--- config.mk ---
export PLATFORM = sky130hd
export DESIGN_NAME = ysyx_22040895_mem_arbiter_flat
export DESIGN_NICKNAME = d
export VERILOG_FILES = /design/src/rtl/ysyx_22040895_mem_arbiter_if.sv /design/src/rtl/ysyx_22040895_mem_arbiter.sv /design/src/flat_wrapper.sv
export SDC_FILE = /design/constraint.sdc
export NUM_CORES = 1
export LEC_CHECK = 0
export ABC_CLOCK_PERIOD_IN_PS = 1760
export BUFFER_PORTS_ARGS = -buffer_cell sky130_fd_sc_hd__buf_2
export CAP_MARGIN = 25
export CORE_AREA = 3 3 195 197
export CTS_BUF_LIST = sky130_fd_sc_hd__clkbuf_4
export DETAILED_ROUTE_END_ITERATION = 8
export DIE_AREA = 0 0 198 200
export GPL_TIMING_DRIVEN = 0
export HOLD_SLACK_MARGIN = 0.03
export PLACE_DENSITY = 0.53
export SLEW_MARGIN = 10
export SYNTH_ARGS = -nofsm -noshare
export SYNTH_HDL_FRONTEND = slang
export SYNTH_SLANG_ARGS = --single-unit
export TNS_END_PERCENT = 50
--- constraint.sdc ---
create_clock -name clk -period 1.76 [get_ports clk]
set_input_delay 0.352 -clock clk [delete_from_list [all_inputs] [get_ports clk]]
set_output_delay 0.352 -clock clk [all_outputs]
set_load 0.05 [all_outputs]
--- src/rtl/ysyx_22040895_mem_arbiter_if.sv ---
// Signal bundle between the IFU, the LSU, the shared memory port and the arbiter.
// The arbiter uses the slave view; requesters and memory use the master view.
interface ysyx_22040895_mem_arbiter_if;
   logic        ifu_req_valid_i;
   logic [63:0] ifu_addr_i;
   logic        ifu_req_ready_o;
   logic        ifu_rsp_valid_o;
   logic [31:0] ifu_inst_o;

   logic        lsu_req_valid_i;
   logic        lsu_wen_i;
   logic [63:0] lsu_addr_i;
   logic [63:0] lsu_wdata_i;
   logic [7:0]  lsu_wmask_i;
   logic        lsu_req_ready_o;
   logic        lsu_rsp_valid_o;
   logic [63:0] lsu_rdata_o;

   logic        mem_req_valid_o;
   logic        mem_req_ready_i;
   logic        mem_wen_o;
   logic [63:0] mem_addr_o;
   logic [63:0] mem_wdata_o;
   logic [7:0]  mem_wmask_o;
   logic        mem_rsp_valid_i;
   logic [63:0] mem_rdata_i;

   modport slave (
      input  ifu_req_valid_i, ifu_addr_i,
      output ifu_req_ready_o, ifu_rsp_valid_o, ifu_inst_o,
      input  lsu_req_valid_i, lsu_wen_i, lsu_addr_i, lsu_wdata_i, lsu_wmask_i,
      output lsu_req_ready_o, lsu_rsp_valid_o, lsu_rdata_o,
      output mem_req_valid_o, mem_wen_o, mem_addr_o, mem_wdata_o, mem_wmask_o,
      input  mem_req_ready_i, mem_rsp_valid_i, mem_rdata_i
   );

   modport master (
      output ifu_req_valid_i, ifu_addr_i,
      input  ifu_req_ready_o, ifu_rsp_valid_o, ifu_inst_o,
      output lsu_req_valid_i, lsu_wen_i, lsu_addr_i, lsu_wdata_i, lsu_wmask_i,
      input  lsu_req_ready_o, lsu_rsp_valid_o, lsu_rdata_o,
      input  mem_req_valid_o, mem_wen_o, mem_addr_o, mem_wdata_o, mem_wmask_o,
      output mem_req_ready_i, mem_rsp_valid_i, mem_rdata_i
   );
endinterface

--- src/rtl/ysyx_22040895_mem_arbiter.sv ---
// Two-requester (IFU/LSU) arbiter for a single shared memory port, one transaction
// in flight. LSU has priority, but the IFU is forced through after a bounded LSU streak.
module ysyx_22040895_mem_arbiter #(
   parameter int unsigned MAX_LSU_STREAK = 4
) (
   input logic                        clk,
   input logic                        rst,
   ysyx_22040895_mem_arbiter_if.slave bus
);

   localparam int unsigned STREAK_W = (MAX_LSU_STREAK < 1) ? 1 : $clog2(MAX_LSU_STREAK + 1);
   localparam logic [STREAK_W-1:0] STREAK_MAX = STREAK_W'(MAX_LSU_STREAK);

   typedef enum logic [1:0] {
      ST_IDLE = 2'd0,
      ST_REQ  = 2'd1,
      ST_RSP  = 2'd2
   } state_e;

   state_e              state_q, state_d;
   logic                owner_lsu_q, owner_lsu_d;
   logic                wen_q, wen_d;
   logic [63:0]         addr_q, addr_d;
   logic [63:0]         wdata_q, wdata_d;
   logic [7:0]          wmask_q, wmask_d;
   logic [STREAK_W-1:0] streak_q, streak_d;

   logic grant_ifu;
   logic grant_lsu;
   logic ifu_forced;
   logic rsp_fire;

   // Grants are only offered from IDLE and never while reset is held.
   always_comb begin
      grant_ifu  = 1'b0;
      grant_lsu  = 1'b0;
      ifu_forced = bus.ifu_req_valid_i && (streak_q == STREAK_MAX);
      if (rst && (state_q == ST_IDLE)) begin
         if (bus.lsu_req_valid_i && !ifu_forced) begin
            grant_lsu = 1'b1;
         end else if (bus.ifu_req_valid_i) begin
            grant_ifu = 1'b1;
         end
      end
   end

   always_ff @(posedge clk or negedge rst) begin
      if (!rst) begin
         state_q <= ST_IDLE;
      end else begin
         state_q <= state_d;
      end
   end

   always_comb begin
      state_d = state_q;
      case (state_q)
         ST_IDLE: if (grant_ifu || grant_lsu) state_d = ST_REQ;
         ST_REQ:  if (bus.mem_req_ready_i)    state_d = ST_RSP;
         ST_RSP:  if (bus.mem_rsp_valid_i)    state_d = ST_IDLE;
         default: state_d = ST_IDLE;
      endcase
   end

   always_comb begin
      owner_lsu_d = owner_lsu_q;
      wen_d       = wen_q;
      addr_d      = addr_q;
      wdata_d     = wdata_q;
      wmask_d     = wmask_q;
      streak_d    = streak_q;

      if (grant_lsu) begin
         owner_lsu_d = 1'b1;
         wen_d       = bus.lsu_wen_i;
         addr_d      = bus.lsu_addr_i;
         wdata_d     = bus.lsu_wdata_i;
         wmask_d     = bus.lsu_wmask_i;
      end else if (grant_ifu) begin
         owner_lsu_d = 1'b0;
         wen_d       = 1'b0;
         addr_d      = bus.ifu_addr_i;
         wdata_d     = '0;
         wmask_d     = '0;
      end

      // The streak only counts LSU wins that actually made the IFU wait.
      if (rst && (state_q == ST_IDLE)) begin
         if (!bus.ifu_req_valid_i || grant_ifu) begin
            streak_d = '0;
         end else if (grant_lsu && (streak_q != STREAK_MAX)) begin
            streak_d = streak_q + STREAK_W'(1);
         end
      end
   end

   always_ff @(posedge clk or negedge rst) begin
      if (!rst) begin
         owner_lsu_q <= 1'b0;
         wen_q       <= 1'b0;
         addr_q      <= '0;
         wdata_q     <= '0;
         wmask_q     <= '0;
         streak_q    <= '0;
      end else begin
         owner_lsu_q <= owner_lsu_d;
         wen_q       <= wen_d;
         addr_q      <= addr_d;
         wdata_q     <= wdata_d;
         wmask_q     <= wmask_d;
         streak_q    <= streak_d;
      end
   end

   always_comb begin
      bus.ifu_req_ready_o = grant_ifu;
      bus.lsu_req_ready_o = grant_lsu;

      bus.mem_req_valid_o = (state_q == ST_REQ);
      bus.mem_wen_o       = wen_q;
      bus.mem_addr_o      = addr_q;
      bus.mem_wdata_o     = wdata_q;
      bus.mem_wmask_o     = wmask_q;

      rsp_fire            = (state_q == ST_RSP) && bus.mem_rsp_valid_i;
      bus.ifu_rsp_valid_o = rsp_fire && !owner_lsu_q;
      bus.lsu_rsp_valid_o = rsp_fire && owner_lsu_q;

      bus.ifu_inst_o  = '0;
      bus.lsu_rdata_o = '0;
      // A 64-bit beat carries two instructions; address bit 2 picks the half.
      if (rsp_fire && !owner_lsu_q) begin
         bus.ifu_inst_o = addr_q[2] ? bus.mem_rdata_i[63:32] : bus.mem_rdata_i[31:0];
      end
      if (rsp_fire && owner_lsu_q) begin
         bus.lsu_rdata_o = bus.mem_rdata_i;
      end
   end

endmodule

--- src/flat_wrapper.sv ---
// flat-port wrapper written by rule: the top's interface ports become plain ports
module ysyx_22040895_mem_arbiter_flat 
#(
   parameter int unsigned MAX_LSU_STREAK = 4
)
  (clk, rst, bus_ifu_req_valid_i, bus_ifu_addr_i, bus_ifu_req_ready_o, bus_ifu_rsp_valid_o, bus_ifu_inst_o, bus_lsu_req_valid_i, bus_lsu_wen_i, bus_lsu_addr_i, bus_lsu_wdata_i, bus_lsu_wmask_i, bus_lsu_req_ready_o, bus_lsu_rsp_valid_o, bus_lsu_rdata_o, bus_mem_req_valid_o, bus_mem_wen_o, bus_mem_addr_o, bus_mem_wdata_o, bus_mem_wmask_o, bus_mem_req_ready_i, bus_mem_rsp_valid_i, bus_mem_rdata_i);
  ysyx_22040895_mem_arbiter_if bus_i ();
  input logic clk;
  input logic rst;
  input wire logic [$bits(bus_i.ifu_req_valid_i)-1:0] bus_ifu_req_valid_i;
  input wire logic [$bits(bus_i.ifu_addr_i)-1:0] bus_ifu_addr_i;
  output wire logic [$bits(bus_i.ifu_req_ready_o)-1:0] bus_ifu_req_ready_o;
  output wire logic [$bits(bus_i.ifu_rsp_valid_o)-1:0] bus_ifu_rsp_valid_o;
  output wire logic [$bits(bus_i.ifu_inst_o)-1:0] bus_ifu_inst_o;
  input wire logic [$bits(bus_i.lsu_req_valid_i)-1:0] bus_lsu_req_valid_i;
  input wire logic [$bits(bus_i.lsu_wen_i)-1:0] bus_lsu_wen_i;
  input wire logic [$bits(bus_i.lsu_addr_i)-1:0] bus_lsu_addr_i;
  input wire logic [$bits(bus_i.lsu_wdata_i)-1:0] bus_lsu_wdata_i;
  input wire logic [$bits(bus_i.lsu_wmask_i)-1:0] bus_lsu_wmask_i;
  output wire logic [$bits(bus_i.lsu_req_ready_o)-1:0] bus_lsu_req_ready_o;
  output wire logic [$bits(bus_i.lsu_rsp_valid_o)-1:0] bus_lsu_rsp_valid_o;
  output wire logic [$bits(bus_i.lsu_rdata_o)-1:0] bus_lsu_rdata_o;
  output wire logic [$bits(bus_i.mem_req_valid_o)-1:0] bus_mem_req_valid_o;
  output wire logic [$bits(bus_i.mem_wen_o)-1:0] bus_mem_wen_o;
  output wire logic [$bits(bus_i.mem_addr_o)-1:0] bus_mem_addr_o;
  output wire logic [$bits(bus_i.mem_wdata_o)-1:0] bus_mem_wdata_o;
  output wire logic [$bits(bus_i.mem_wmask_o)-1:0] bus_mem_wmask_o;
  input wire logic [$bits(bus_i.mem_req_ready_i)-1:0] bus_mem_req_ready_i;
  input wire logic [$bits(bus_i.mem_rsp_valid_i)-1:0] bus_mem_rsp_valid_i;
  input wire logic [$bits(bus_i.mem_rdata_i)-1:0] bus_mem_rdata_i;
  assign bus_i.ifu_req_valid_i = bus_ifu_req_valid_i;
  assign bus_i.ifu_addr_i = bus_ifu_addr_i;
  assign bus_ifu_req_ready_o = bus_i.ifu_req_ready_o;
  assign bus_ifu_rsp_valid_o = bus_i.ifu_rsp_valid_o;
  assign bus_ifu_inst_o = bus_i.ifu_inst_o;
  assign bus_i.lsu_req_valid_i = bus_lsu_req_valid_i;
  assign bus_i.lsu_wen_i = bus_lsu_wen_i;
  assign bus_i.lsu_addr_i = bus_lsu_addr_i;
  assign bus_i.lsu_wdata_i = bus_lsu_wdata_i;
  assign bus_i.lsu_wmask_i = bus_lsu_wmask_i;
  assign bus_lsu_req_ready_o = bus_i.lsu_req_ready_o;
  assign bus_lsu_rsp_valid_o = bus_i.lsu_rsp_valid_o;
  assign bus_lsu_rdata_o = bus_i.lsu_rdata_o;
  assign bus_mem_req_valid_o = bus_i.mem_req_valid_o;
  assign bus_mem_wen_o = bus_i.mem_wen_o;
  assign bus_mem_addr_o = bus_i.mem_addr_o;
  assign bus_mem_wdata_o = bus_i.mem_wdata_o;
  assign bus_mem_wmask_o = bus_i.mem_wmask_o;
  assign bus_i.mem_req_ready_i = bus_mem_req_ready_i;
  assign bus_i.mem_rsp_valid_i = bus_mem_rsp_valid_i;
  assign bus_i.mem_rdata_i = bus_mem_rdata_i;
  ysyx_22040895_mem_arbiter #(.MAX_LSU_STREAK(MAX_LSU_STREAK)) u_core (.clk(clk), .rst(rst), .bus(bus_i));
endmodule
# [Word-level counts from Yosys, hierarchy flattened]
# Index checks and enable logic that the tools add are counted.
[totals] ramBits=0 romBits=0 input_bits=271 output_inout_bits=238 ff_bits=143 word_cells=55 latchBits=0 mem_count=0
[classes] n_eq_ne=7 muxes=23 reduce_logical=17 mul=0 add_sub_neg=1 n_bitwise=0 order_cmp=0 n_shift=0 n_div=0
[op_table] cell="two-way mux 64 bit" n=5
[op_table] cell="two-way mux 32 bit" n=2
[op_table] cell="two-way mux 8 bit" n=2
[op_table] cell="two-way mux 1 bit" n=8
[op_table] cell="logical AND 1 bit" n=7
[op_table] cell="two-way mux 2 bit" n=3
[op_table] cell="two-way mux 3 bit" n=2
[op_table] cell="case mux 2 bit (3 select lines)" n=1
[op_table] cell="inequality test 2 x 1 -> 1 bit (second input constant)" n=2
[op_table] cell="nonzero test 2 bit" n=2
[op_table] cell="adder 3 x 1 -> 3 bit (second input constant)" n=1
[op_table] cell="== test 3 bit (second input constant)" n=1
[op_table] cell="zero test 1 bit" n=3
[op_table] cell="inequality test 3 bit (second input constant)" n=1
[op_table] cell="AND reduction 3 bit" n=1
[op_table] cell="== test 2 x 1 -> 1 bit (second input constant)" n=1
[op_table] cell="== test 2 bit (second input constant)" n=1
[op_table] cell="zero test 2 bit" n=1
[op_table] cell="logical OR 1 bit" n=2
[op_table] cell="inequality test 2 bit (second input constant)" n=1
[op_table] cell="AND reduction 2 bit" n=1

# [Longest topological paths before layout]
# Gate-level depths: netlist of run 1.
[logic_depth] depth_word=9 depth_mapped=7 ltp_nobuf=5

# [Worst setup path after synthesis of run 1]
# OpenSTA, ideal clock, no wires.
[synth_path] kind="register to output" start="register u_core.addr_q[2], in the netlist u_core.bus.mem_addr_o[2]" end="output bus_ifu_inst_o[10]" path_stages_with_launch=5 required_ps=1408 slack_ps=-536 n_path_buf=2 arrival_ps=1944 path_cell_list="dfrtp_1 > clkbuf_1 > buf_2 > mux2i_1 > nor2_1"
[synth_via] elab_chain_len=2
[synth_lines] element="start: declaration" line_no="ysyx_22040895_mem_arbiter.sv:23" text="logic [63:0] addr_q, addr_d;"
[synth_lines] element="start signal: assignment" line_no="ysyx_22040895_mem_arbiter.sv:108" text="addr_q <= addr_d;"
[synth_lines] element="two-way mux 32 bit" line_no="ysyx_22040895_mem_arbiter.sv:133" text="bus.ifu_inst_o = addr_q[2] ? bus.mem_rdata_i[63:32] : bus.mem_rdata_i[31:0];"
[synth_lines] element="two-way mux 32 bit" line_no="ysyx_22040895_mem_arbiter.sv:132" text="if (rsp_fire && !owner_lsu_q) begin"
[synth_lines] element="end: declaration" line_no="flat_wrapper.sv:14" text="output wire logic [$bits(bus_i.ifu_inst_o)-1:0] bus_ifu_inst_o;"
# Every way passes these cells.

# [Worst setup path in the final report of run 1]
[layout_path] start="register u_core.state_q[1]" end="output bus_ifu_inst_o[15]"
[layout_via] elab_chain_len=4
[layout_lines] element="start: declaration" line_no="ysyx_22040895_mem_arbiter.sv:20" text="state_e state_q, state_d;"
[layout_lines] element="start signal: assignment" line_no="ysyx_22040895_mem_arbiter.sv:51" text="state_q <= state_d;"
[layout_lines] element="== test 2 bit" line_no="ysyx_22040895_mem_arbiter.sv:125" text="rsp_fire = (state_q == ST_RSP) && bus.mem_rsp_valid_i;"
[layout_lines] element="logical AND 1 bit" line_no="ysyx_22040895_mem_arbiter.sv:125"
[layout_lines] element="logical AND 1 bit" line_no="ysyx_22040895_mem_arbiter.sv:132"
[layout_lines] element="two-way mux 32 bit" line_no="ysyx_22040895_mem_arbiter.sv:132"
# Every way passes these cells.

==> out/metrics.cfg, run 1 <==
[sta]
max_slew_margin = 0.4910
setup_viol = 179
finalHoldViolCount = 0
skew_ns = 0.01985
setup_ws_ns = -0.7071
fin_crit_sh = 1.402
max_freq_mhz = 405.3
rsz0062_at_grt = yes
slew_viol_final = 0
period_needed_ns = 2.467
worst_pin_slew_ns = 0.7636

[critical_path]
crit_type = flop to primary output
worstPathCellList = nand2_4 > or3_4 > clkbuf_16 > nor2_4 > buf_6
critPathLaunchType = flop
crit_path_max_incr_delay_ns = 0.49
worst_path_max_delay_cell = or3_4
worstPathArrival_ns = 2.12
required_ns = 1.41
worstSetupEndpointType = primary output
crit_path_max_fanout = 5

[clock_network]
root_buffer = clkbuf_4
htree_levels = 4
cts_sinks = 143
cts_buffers = 17
cts_tree = yes
cts_buffer_depth = 2
worstSkewPairLatency_ns = 0.59
clkTransAtPathRegs_ns = 0.13

[grt]
grt_pass1_vias = 8232
grt_use_met2 = 0.2907
grt_max_degree = 52
grt_pass1_wl_um = 50110
grt_usage = 0.1654
grt.busiest_layer = met2
grtUsageMet1 = 0.2047
grt_util_met3 = 0.03323
antenna_found_initial = 7
grt_overflow_total = 0

[layout]
multi_input_area_mm2 = 0.003754
ff_latch_area_mm2 = 0.003582
drive_gt1_frac = 0.5801
num-fill-cells = 3456
synthToLayoutAreaGrowth_pct = 97.12
finalInstanceArea_mm2 = 0.01419
final_nets = 1584
final_cells = 1796

[power]
finalPower_mw = 22.94
ir_drop_v = 0.001072
power.density_mw_per_mm2 = 1616
switching_share = 0.5415
power_frac_comb = 0.653
clkPwrFrac = 0.088
power_leakage_nw = 6.756
p_seq_frac = 0.259
p_switching_mw = 12.42
p_int_mw = 10.52

[route]
first_iter_violations = 369
wl_per_cell_um = 20.53
wirelength_um = 36880
vias = 8191
viasPerCell = 4.561
dr.pass1.iters = 5
route.detailed.drc = 0
drtAntennaViolNets = 0

[die]
rows = 70
io_pins = 509
initial_core_util = 0.1976
dieHeight_um = 200
fp.coreArea_mm2 = 0.03643
dieArea_mm2 = 0.03960
die_x_um = 198

[status]
violations = setup timing
status = finished, violations left

[yosys]
synth_cell_types = 30
synth_cells = 644
ys_seq_elements = 143
synth_area_mm2 = 0.007201
postSynthAreaPerCell_um2 = 11.18
yosysWarnings = 0
yosysSeqAreaShare = 0.4970
syn_nets = 917

[place]
io_buffers = 507
placed_area_mm2 = 0.01069
dpl.cell_count = 1620
dp_hpwl_um = 25650
gp_congestion = 0.8346

[hold_path]
hp-class = input pin to flop

[flow_run]
cap_violations = 0

## logic make-up (layout without fill, tap and decap cells)
family	Yosys count	count (layout)	synth area share
AO/OA/AOI/OAI	210	210	0.2527
AND/OR/NAND/NOR	176	177	0.1434
flip-flops	143	143	0.4970
buffers and inverters	81	760	0.05908
multiplexers	32	32	0.04448
adder cells (fa/ha/maj)	2	2	0.003475
other	0	4	0
## final cells by class
type                            instances  share of cell area
Clock buffer                           17            0.008992
Clock inverter                         15            0.008639
Sequential cell                       143              0.2524
Buffer                                 72             0.04381
Inverter                                6            0.002028
Timing Repair Buffer                  650              0.3777
Antenna cell                            4           0.0007052
Multi-Input combinational cell        421              0.2645
Tap cell                              468             0.04126
## what timing repair did
action	in CTS	in global routing
resized for setup	314	171
endpoints found under the setup margin	243	242
gates cloned	9	12
endpoints found under the hold margin	178	133
hold buffers	86	8
pin swaps	41	53
setup buffers	22	10
## per-stage QoR
step           hold slack (ns)  utilization  setup TNS, ns  setup WS, ns
2_1_floorplan          0.05641            -         -4.799       -0.1068
3_3_place_gp            0.4737       0.2923        -759.87        -3.278
3_5_place_dp            0.2764       0.2933        -216.28        -1.338
4_1_cts                -0.3446       0.3630         -91.60       -0.8059
5_1_grt                0.03840       0.3896         -94.70       -0.8192
6_report               0.09950       0.3896         -68.05       -0.7071
## critical path: cells and delay by family (launching register included)
family        cells  cell delay [ns]
buf+inv           2             0.38
flops             1             0.44
simple gates      3             0.69
## per-layer routing
| metal | routed length (µm) | vias up | part of all wire |
|---|---|---|---|
| met5 | 20 | - | 0.00054 |
| met4 | 997 | 2 | 0.027 |
| met3 | 1990 | 55 | 0.054 |
| met2 | 19090 | 351 | 0.52 |
| met1 | 14780 | 4022 | 0.40 |
| li1 | - | 3761 | - |
## synth_stat cells, drive strengths merged
master | count | area share
a21boi | 1 | 0.0016
a21o | 1 | 0.0010
a22o | 73 | 0.089
a2bb2oi | 64 | 0.078
and2 | 64 | 0.056
and3 | 1 | 0.00087
and3b | 1 | 0.0012
buf | 34 | 0.034
clkbuf | 41 | 0.022
dfrtp | 143 | 0.50
ha | 2 | 0.0035
inv | 6 | 0.0031
mux2i | 32 | 0.044
nand2 | 3 | 0.0016
nand2b | 66 | 0.057
nand4 | 3 | 0.0026
nand4b | 1 | 0.0012
nor2 | 32 | 0.017
nor2b | 1 | 0.00087
nor3b | 3 | 0.0045
o211ai | 1 | 0.0010
o21a | 1 | 0.0010
o21ai | 5 | 0.0035
o32ai | 64 | 0.078
or3 | 1 | 0.00087
## power by group through the flow
stage	Clock [mW]	Sequential [mW]	Combinational (mW)
final	2.02	5.95	15.0
after global routing	2.25	6.15	15.6
after CTS	2.12	5.90	14.4
after detailed placement	0	5.90	13.3
after global placement	0	5.93	13.2
after floorplan	0	11.6	4.03
## state kept, by name, summed over array words and instances (netlist names)
register                cells
u_core.bus.mem_wen_o        1
u_core.owner_lsu_q          1
u_core.streak_q             3
u_core.state_q              2
u_core.bus.mem_addr_o      64
u_core.bus.mem_wmask_o      8
u_core.bus.mem_wdata_o     64
## worst paths after layout
kind | from | endpoint | slack (ns) | cells past startpoint
hold reg to reg | u_core.bus.mem_wdata_o[47]$_DFFE_PN0P_ | u_core.bus.mem_wdata_o[47]$_DFFE_PN0P_ | 0.51 | 1
hold / removal | bus_lsu_addr_i[18] | u_core.bus.mem_addr_o[18]$_DFFE_PN0P_ | 0.1 | 3
setup / recovery | u_core.state_q[1]$_DFFE_PN0P_ | bus_ifu_inst_o[15] | -0.71 | 5
setup reg to reg | u_core.state_q[0]$_DFFE_PN0P_ | u_core.bus.mem_wdata_o[45]$_DFFE_PN0P_ | -0.18 | 8
max in group asynchronous | rst | u_core.bus.mem_wdata_o[40]$_DFFE_PN0P_ | 0.89 | 5
min in group asynchronous | rst | u_core.bus.mem_addr_o[61]$_DFFE_PN0P_ | 0.51 | 3
## layout by cell type, fill, tap and decap left out, drive strengths merged, types with 6 or more instances in the layout
cell,instances
inv,6
nor2,32
dfrtp,143
nand2b,66
dlygate4sd3,89
clkbuf,63
and2,64
a22o,73
o32ai,64
clkinv,9
a2bb2oi,64
buf,586
mux2i,32
No activity file was read; power rests on OpenSTA's default activity.
==> run 2: changes to the inputs <==
--- a/config.mk
+++ b/config.mk
@@ -12,7 +12,6 @@
 export CTS_BUF_LIST = sky130_fd_sc_hd__clkbuf_4
 export DETAILED_ROUTE_END_ITERATION = 8
 export DIE_AREA = 0 0 198 200
-export GPL_TIMING_DRIVEN = 0
 export HOLD_SLACK_MARGIN = 0.03
 export PLACE_DENSITY = 0.53
 export SLEW_MARGIN = 10
==> run 2 against run 1 <==
  * The flow still finishes with violations (setup timing)
  * Die area stayed put
  * Wire length fell by 8.4%
  * Cell area fell by 5.9%
  * Non-clock buffer count is 62 lower
  * Clock-buffer cell count is 1 higher
  * Clock skew increased by 0.015 ns
  * Global-route usage is 1.6 points lower
  * Clock power rose by 3%
  * Setup slack better by 0.13 ns
  * Sequential power shrank 0.8%
  * Critical path type unchanged
  * Critical endpoint is now bus_ifu_req_ready_o
  * Largest cell class unchanged
  * Largest power group unchanged
==> out/metrics.cfg, run 2 (same netlist as run 1, synthesis figures left out) <==
[status]
status = finished, violations left
violations = setup timing

[die]
fp.coreArea_mm2 = 0.03643
io_pins = 509
die_x_um = 198
initial_core_util = 0.1976
dieHeight_um = 200
dieArea_mm2 = 0.03960
rows = 70

[critical_path]
crit_buf_inv = 4
crit_path_end = bus_ifu_req_ready_o
crit_path_max_incr_delay_ns = 0.40
crit_type = flop to primary output
worstPathArrival_ns = 1.99
worstSetupEndpointType = primary output
crit_path_max_fanout = 2
critPathLaunchType = flop
r2r_cells = 13
critPathTopFamily = buffers and inverters
reg2reg_from = u_core.state_q[0]$_DFFE_PN0P_
required_ns = 1.41
reg2reg_slack_ns = -0.56
worstPathCellList = inv_2 > ha_4 > buf_4 > a21boi_4 > buf_12 > and3b_2 > buf_8
cp.depth = 7
critPathLaunch = u_core.streak_q[0]$_DFFE_PN0P_
r2r-end = u_core.bus.mem_wdata_o[60]$_DFFE_PN0P_
worst_path_max_delay_cell = dfrtp_1

[route]
route.detailed.drc = 0
drtAntennaViolNets = 0
vias = 7904
dr.pass1.iters = 4
wirelength_um = 33760
wl_per_cell_um = 19.49
viasPerCell = 4.564
first_iter_violations = 356

[sta]
finalHoldViolCount = 0
slew_viol_final = 0
rsz0062_at_grt = yes
fin_setup_tns_ns = -95.46
fin_crit_sh = 1.330
skew_ns = 0.03479
max_freq_mhz = 427.3
period_needed_ns = 2.340
max_slew_margin = 0.5091
worst_pin_slew_ns = 0.7363
setup_viol = 239
setup_ws_ns = -0.5801

[clock_network]
cts_buffer_depth = 2
htree_levels = 4
root_buffer = clkbuf_4
clkTransAtPathRegs_ns = 0.16
cts_tree = yes
cts_buffers = 17
worstSkewPairLatency_ns = 0.57
cts_sinks = 143

[layout]
drive_gt1_frac = 0.5638
fin_util = 0.3666
synthToLayoutAreaGrowth_pct = 85.47
final_nets = 1521
layout_common_cells = buf_2 (405), dfrtp_1 (142), dlygate4sd3_1 (77)
layout_commonest_cell = buf_2

[grt]
grt_usage = 0.1493
grt_pass1_vias = 8040
grt_overflow_total = 0
grt_pass1_wl_um = 45750
antenna_found_initial = 4
grt_max_degree = 86

[place]
io_buffers = 508
dp_hpwl_um = 22990
pre_cts_ws_ns = -0.2202
gp_congestion = 0.8107

[hold_path]
hp-class = input pin to flop
whs_path_depth = 3

[power]
finalPower_mw = 22.49
power_leakage_nw = 6.439
power.density_mw_per_mm2 = 1684
ir_drop_v = 0.0008686

[flow_run]
cap_violations = 0

==> run 2: worst reg2reg max path, cell delays in order, from the launching register on <==
cell       delay [ns]
dfrtp_1          0.45
buf_6            0.15
nor3b_4          0.28
nor3b_4          0.28
buf_12           0.14
buf_6            0.09
buf_6            0.08
buf_6            0.08
buf_6            0.08
buf_6            0.08
buf_8            0.12
buf_12           0.15
clkbuf_16        0.17
a22o_1           0.14
==> run 2: routing by layer <==
metal	track usage	part of all wire
met1	0.1764	0.39
met4	0.06081	0.035
met2	0.2698	0.52
met5	0	0
met3	0.02568	0.054
==> run 2: power by group <==
group / leakage (nW) / internal (mW) / total (mW) / switching (mW)
registers: 1.70 / 4.93 / 5.90 / 0.969
clock network: 0.135 / 0.621 / 2.08 / 1.46
logic: 4.60 / 4.62 / 14.5 / 9.88
total: 6.44 / 10.2 / 22.5 / 12.3
==> run 2: through the flow <==
step | hold WS (ns) | std cells | cell area, µm²
2_1_floorplan | 0.05641 | 644 | 7526
3_3_place_gp | 0.4781 | 1594 | 10790
3_5_place_dp | 0.4757 | 1594 | 10790
4_1_cts | 0.03399 | 1711 | 12570
5_1_grt | 0.03731 | 1732 | 13360
6_report | 0.1136 | 1732 | 13360
==> run 2: what timing repair did <==
action	CTS	global route
endpoints found under the hold margin	160	0
cloned	4	10
setup buffers	6	9
pin swaps	3	83
hold buffers	77	0
resized for setup	193	171
endpoints found under the setup margin	237	243
==> run 2: how the worst min path moves through the flow <==
stage	slack, ns	endpoint	start
after global routing	0.04	u_core.bus.mem_addr_o[35]$_DFFE_PN0P_	bus_lsu_addr_i[35]
after detailed placement	0.48	u_core.bus.mem_wdata_o[19]$_DFFE_PN0P_	u_core.bus.mem_wdata_o[19]$_DFFE_PN0P_
after floorplan	0.06	u_core.bus.mem_addr_o[0]$_DFFE_PN0P_	rst
after CTS	0.03	u_core.bus.mem_addr_o[43]$_DFFE_PN0P_	bus_lsu_addr_i[43]
after global placement	0.48	u_core.bus.mem_wdata_o[39]$_DFFE_PN0P_	u_core.bus.mem_wdata_o[39]$_DFFE_PN0P_
final	0.11	u_core.bus.mem_addr_o[53]$_DFFE_PN0P_	bus_lsu_addr_i[53]
==> run 2: layout make-up <==
cell class                 count  area [µm²]
fill                        3573       23080
timing repair buffer         660        5278
multi-input combinational    420        3623
sequential                   143        3580
tap                          468       585.6
clock buffer                  18       135.1
clock inverter                14       120.1
inverter                       6       26.28
antenna                        3       7.507
